## src/rtl/btn_uart_reporter.sv

```systemverilog
// btn_uart_reporter: reports each debounced button press as "BTN hh\r\n" over an 8N1 UART.
// Define BTN_UART_RELEASE_MSG_EN to also report release edges as "REL hh\r\n".
module btn_uart_reporter #(
    parameter int CLK_HZ = 12_000_000,
    parameter int BAUD   = 115_200
) (
    input  logic       clk,
    input  logic       rst_n,
    input  logic       button_in,
    output logic       tx,
    output logic       busy,
    output logic [7:0] press_count
);
    localparam int CPB = CLK_HZ / BAUD;
    localparam int CW  = $clog2(CPB + 1);
    localparam logic [2:0] S_IDLE  = 3'd0;
    localparam logic [2:0] S_LOAD  = 3'd1;
    localparam logic [2:0] S_START = 3'd2;
    localparam logic [2:0] S_DATA  = 3'd3;
    localparam logic [2:0] S_STOP  = 3'd4;

    logic          r_btn_q;
    logic          r_press_pend;
    logic          r_tx;
    logic          r_busy;
    logic [7:0]    r_count;
    logic [7:0]    r_snap;
    logic [2:0]    r_state;
    logic [2:0]    r_byte_idx;
    logic [2:0]    r_bit_idx;
    logic [CW-1:0] r_clk_cnt;
    logic [7:0]    w_byte;
    logic          w_press;
    logic          w_pend;
    logic          w_is_rel;
    logic          w_load;
    logic          w_bit_end;

    function automatic logic [7:0] hex(input logic [3:0] n);
        return n < 4'd10 ? 8'h30 + {4'd0, n} : 8'h37 + {4'd0, n};
    endfunction

    assign w_press     = button_in & ~r_btn_q;
    assign w_load      = r_state == S_LOAD;
    assign w_bit_end   = r_clk_cnt == CW'(CPB - 1);
    assign tx          = r_tx;
    assign busy        = r_busy;
    assign press_count = r_count;

`ifdef BTN_UART_RELEASE_MSG_EN
    logic r_rel_pend;
    logic r_is_rel;

    assign w_pend   = r_press_pend | r_rel_pend;
    assign w_is_rel = r_is_rel;

    // Press outranks release when both are waiting at LOAD.
    always_ff @(posedge clk or negedge rst_n) begin
        if (!rst_n) begin
            r_rel_pend <= 1'b0;
            r_is_rel   <= 1'b0;
        end else begin
            r_rel_pend <= (~button_in & r_btn_q) | (r_rel_pend & ~(w_load & ~r_press_pend));
            if (w_load)
                r_is_rel <= ~r_press_pend;
        end
    end
`else
    assign w_pend   = r_press_pend;
    assign w_is_rel = 1'b0;
`endif

    always_comb begin
        w_byte = 8'h0A;
        case (r_byte_idx)
            3'd0:    w_byte = w_is_rel ? 8'h52 : 8'h42;
            3'd1:    w_byte = w_is_rel ? 8'h45 : 8'h54;
            3'd2:    w_byte = w_is_rel ? 8'h4C : 8'h4E;
            3'd3:    w_byte = 8'h20;
            3'd4:    w_byte = hex(r_snap[7:4]);
            3'd5:    w_byte = hex(r_snap[3:0]);
            3'd6:    w_byte = 8'h0D;
            default: w_byte = 8'h0A;
        endcase
    end

    // A new press on the LOAD edge wins over the clear, keeping the one-deep queue.
    always_ff @(posedge clk or negedge rst_n) begin
        if (!rst_n) begin
            r_btn_q      <= 1'b0;
            r_count      <= '0;
            r_press_pend <= 1'b0;
        end else begin
            r_btn_q      <= button_in;
            r_count      <= r_count + {7'd0, w_press};
            r_press_pend <= w_press | (r_press_pend & ~w_load);
        end
    end

    always_ff @(posedge clk or negedge rst_n) begin
        if (!rst_n) begin
            r_state    <= S_IDLE;
            r_tx       <= 1'b1;
            r_busy     <= 1'b0;
            r_snap     <= '0;
            r_byte_idx <= '0;
            r_bit_idx  <= '0;
            r_clk_cnt  <= '0;
        end else begin
            r_clk_cnt <= (r_state == S_IDLE || w_load || w_bit_end) ? '0 : r_clk_cnt + CW'(1);
            case (r_state)
                S_IDLE: if (w_pend) r_state <= S_LOAD;
                S_LOAD: begin
                    r_snap     <= r_count;
                    r_byte_idx <= '0;
                    r_tx       <= 1'b0;
                    r_busy     <= 1'b1;
                    r_state    <= S_START;
                end
                S_START: if (w_bit_end) begin
                    r_bit_idx <= '0;
                    r_tx      <= w_byte[0];
                    r_state   <= S_DATA;
                end
                S_DATA: if (w_bit_end) begin
                    if (r_bit_idx == 3'd7) begin
                        r_tx    <= 1'b1;
                        r_state <= S_STOP;
                    end else begin
                        r_bit_idx <= r_bit_idx + 3'd1;
                        r_tx      <= w_byte[r_bit_idx + 3'd1];
                    end
                end
                S_STOP: if (w_bit_end) begin
                    if (r_byte_idx == 3'd7) begin
                        r_busy  <= 1'b0;
                        r_state <= w_pend ? S_LOAD : S_IDLE;
                    end else begin
                        r_byte_idx <= r_byte_idx + 3'd1;
                        r_tx       <= 1'b0;
                        r_state    <= S_START;
                    end
                end
                default: begin
                    r_tx    <= 1'b1;
                    r_busy  <= 1'b0;
                    r_state <= S_IDLE;
                end
            endcase
        end
    end
endmodule

```

## config.mk

```make
export PLATFORM = sky130hd
export DESIGN_NAME = btn_uart_reporter
export DESIGN_NICKNAME = d
export VERILOG_FILES = /design/src/rtl/btn_uart_reporter.sv
export SDC_FILE = /design/constraint.sdc
export NUM_CORES = 1
export LEC_CHECK = 0
export CAP_MARGIN = 20
export CORE_ASPECT_RATIO = 0.5
export CORE_MARGIN = 1
export CORE_UTILIZATION = 30
export DETAILED_ROUTE_END_ITERATION = 7
export PLACE_DENSITY_LB_ADDON = 0.1
export SLEW_MARGIN = 15
export SYNTH_ARGS = -nofsm -noshare
export SYNTH_HDL_FRONTEND = slang
export SYNTH_SLANG_ARGS = --single-unit
```

## constraint.sdc

```tcl
create_clock -name clk -period 4.4 [get_ports clk]
set_clock_uncertainty 0.1 [all_clocks]
set_input_delay 0.66 -clock clk [delete_from_list [all_inputs] [get_ports clk]]
set_output_delay 0.66 -clock clk [all_outputs]
set_load 0.01 [all_outputs]
```

==> impl_metrics.json <==
{
  "status": "finished, final reports clean",
  "cts_tree": "built",
  "power.leakage_uw": 0.000966,
  "multi_input_area_mm2": 0.00111,
  "fmax_ghz": 0.448,
  "synth_edf_count": 0,
  "first_global_vias": 1532,
  "place.gp.congestion": 0.776,
  "tns_ns": 0,
  "ant_nets": 0,
  "cts_root_buffer": "clkbuf_16",
  "die_h_um": 61.5,
  "fill_cells": 695,
  "register_area_um2": 902,
  "synth_top_family_by_area": "simple AND/OR/NAND/NOR gates",
  "worst_pin_slew_ns": 0.830,
  "yosysSeqAreaShare": 0.425,
  "track_usage": 0.135,
  "ir_drop_v": 0.000191,
  "area_growth_pct": 14.7,
  "gr-total-overflow": 0,
  "clk_pin_slew_ns": 0.05,
  "fp-row-count": 21,
  "fin_crit_sh": 0.507,
  "via_per_inst": 4.88,
  "combPwrFrac": 0.262,
  "p_sw_frac": 0.325,
  "routedWlPerCell_um": 13.6,
  "cts_buffer_depth": 2,
  "synthSimpleGateAreaFrac": 0.194,
  "highest-signal-layer": "met4",
  "numCtsBuffers": 5,
  "synth_flop_cell": "dfrtp_1",
  "insertion_delay_ns": 0.28,
  "wl_met2_mm": 1.90,
  "grt_pass1_wl_mm": 7.51,
  "syn-num-nets": 238,
  "powerDensity_mw_per_mm2": 491,
  "wl_met3_um": 155,
  "routed_wl_mm": 4.43,
  "diodes": 0,
  "final_max_slew_viol_count": 0,
  "cts-resized-gates": 0,
  "synth_area_mm2": 0.00212,
  "clock-sinks": 36,
  "p_int_uw": 807,
  "critPathKind": "register to register",
  "first_iter_violations": 98,
  "hold_violations": 0,
  "fin_nets": 249,
  "cts_setup_buffers": 0,
  "required_ns": 4.51,
  "synthXorXnorAreaFrac": 0.0495,
  "drive_gt1_frac": 0.103,
  "drc": 0,
  "die_area_mm2": 0.00744,
  "seqPwrFrac": 0.441,
  "start_util": 0.315,
  "relSlewSlack": 0.447,
  "post-place-cells": 318,
  "ioPinCount": 13,
  "hpwl_mm": 3.23,
  "htreeDepth": 2,
  "cp-end-kind": "register",
  "hp-class": "register to register",
  "wl_met1_mm": 2.34,
  "port_buffers": 12,
  "die_w_um": 121,
  "ctsHoldBuffers": 0,
  "path_max_fanout": 7,
  "rsz0062_at_grt": "no",
  "p_switching_uw": 388,
  "netlist_instances": 222,
  "drv_cap": 0,
  "yosysUniqueCellTypes": 51,
  "cp-start-kind": "register",
  "p_clk_frac": 0.296,
  "syn_avg_cell_area_um2": 9.57,
  "grt_max_degree": 37,
  "dr.pass1.iters": 4,
  "period_needed_ns": 2.23,
  "finalSetupViolations": 0,
  "core_area_mm2": 0.00675,
  "ys_warn_count": 0,
  "async_flop_share": 1.00,
  "instances_no_fill": 326,
  "synth_fa_ha_area_frac": 0.0766,
  "antenna_found_initial": 0,
  "arrival_ns": 2.34,
  "ys_seq_elements": 36,
  "vias": 1592,
  "synth_compound_area_frac": 0.151,
  "synthMuxAreaShare": 0.0512
}
critical path: stages (launching register included):
cell       delay, ns
dfrtp_1         0.41
inv_1           0.09
ha_1            0.29
nand2_1         0.11
or4b_1          0.50
and3_1          0.21
o211ai_2        0.14
o2111ai_1       0.13
a31oi_1         0.18
final timing paths:
kind                               start  depth (start not counted)  slack (ns)            to
min reg2reg                 r_clk_cnt[0]                          1        0.36  r_clk_cnt[0]
max reg2reg                r_byte_idx[1]                          8        2.17            tx
min in group asynchronous          rst_n                          1        0.37  r_clk_cnt[0]
min                         r_clk_cnt[0]                          1        0.36  r_clk_cnt[0]
max                        r_byte_idx[1]                          8        2.17            tx
max in group asynchronous          rst_n                          1        3.29  r_bit_idx[2]
power groups by stage:
stage / sequential (uW) / clock (uW) / combinational [uW]
finish: 527 / 354 / 313
global route: 547 / 381 / 353
CTS: 530 / 365 / 318
detailed placement: 535 / 0 / 317
global placement: 533 / 0 / 312
floorplan: 506 / 0 / 219
final cells by class:
| cell class | instances | area share |
|---|---|---|
| multi-input cells | 165 | 0.455 |
| flip-flops and latches | 36 | 0.370 |
| clock buffers | 8 | 0.0601 |
| repair buffers | 12 | 0.0473 |
| well taps | 92 | 0.0473 |
| inverters | 13 | 0.0200 |
cell families (layout without fill, tap and decap cells):
family	count (synthesis)	in the layout
AOI/OAI and AO/OA	49	49
buffers and inverters	21	33
xor gates and xnor gates	12	12
DFF	36	36
adders and majority gates	13	13
muxes	10	10
and+or+nand+nor	81	81
cells in the mapped netlist, types with 2 or more instances:
cell type | number | area, um^2
a211oi_1 | 3 | 22.5
mux2_2 | 7 | 78.8
xnor2_1 | 8 | 70.1
a22oi_1 | 4 | 30.0
nor2b_1 | 6 | 37.5
a21oi_1 | 8 | 40.0
inv_1 | 12 | 45.0
clkbuf_1 | 2 | 7.51
o21ai_0 | 18 | 90.1
xor2_1 | 4 | 35.0
o2111ai_1 | 2 | 17.5
dfrtp_1 | 35 | 876
nand2_1 | 24 | 90.1
mux2i_1 | 3 | 30.0
a31oi_1 | 2 | 12.5
ha_1 | 13 | 163
nand3_1 | 8 | 40.0
nor3_1 | 4 | 20.0
clkbuf_8 | 2 | 27.5
o22ai_1 | 2 | 12.5
nand4_1 | 2 | 12.5
nor3b_1 | 2 | 15.0
nor2_1 | 22 | 82.6
and3_1 | 2 | 12.5
layout by cell type (no fill, tap or decap), drive strengths merged, types with 3 or more instances in the layout:
| cell | Yosys | routed |
|---|---|---|
| a211oi | 3 | 3 |
| a21oi | 9 | 9 |
| a22oi | 4 | 4 |
| and3 | 3 | 3 |
| clkbuf | 5 | 8 |
| clkdlybuf4s50 | 0 | 11 |
| dfrtp | 35 | 35 |
| ha | 13 | 13 |
| inv | 13 | 13 |
| mux2 | 7 | 7 |
| mux2i | 3 | 3 |
| nand2 | 24 | 24 |
| nand3 | 9 | 9 |
| nor2 | 22 | 22 |
| nor2b | 6 | 6 |
| nor3 | 4 | 4 |
| o21ai | 18 | 18 |
| xnor2 | 8 | 8 |
| xor2 | 4 | 4 |
metal layers:
metal	vias to the layer above	global-route usage
met5	-	0
met1	767	0.177
li1	805	-
met4	0	0.0370
met3	5	0.0426
met2	15	0.218
through the flow:
stage / hold slack [ns] / total power [uW] / cell area (um^2) / worst slack, ns / util
6_report: 0.363 / 1190 / 2440 / 2.17 / 0.361
5_1_grt: 0.402 / 1280 / 2440 / 2.05 / 0.361
4_1_cts: 0.369 / 1210 / 2440 / 2.17 / 0.361
3_5_place_dp: 0.361 / 852 / 2290 / 1.97 / 0.339
3_3_place_gp: 0.345 / 845 / 2290 / 1.99 / 0.339
2_1_floorplan: 0.264 / 724 / 2120 / 2.43 / -
sequential cells by signal (all words and copies together) (netlist names):
| signal | flops |
|---|---|
| r_byte_idx | 3 |
| r_bit_idx | 3 |
| press_count | 8 |
| r_press_pend | 1 |
| r_btn_q | 1 |
| r_state | 3 |
| r_snap | 8 |
| tx | 1 |
| busy | 1 |
| r_clk_cnt | 7 |
No activity file was read; power rests on OpenSTA's default activity.
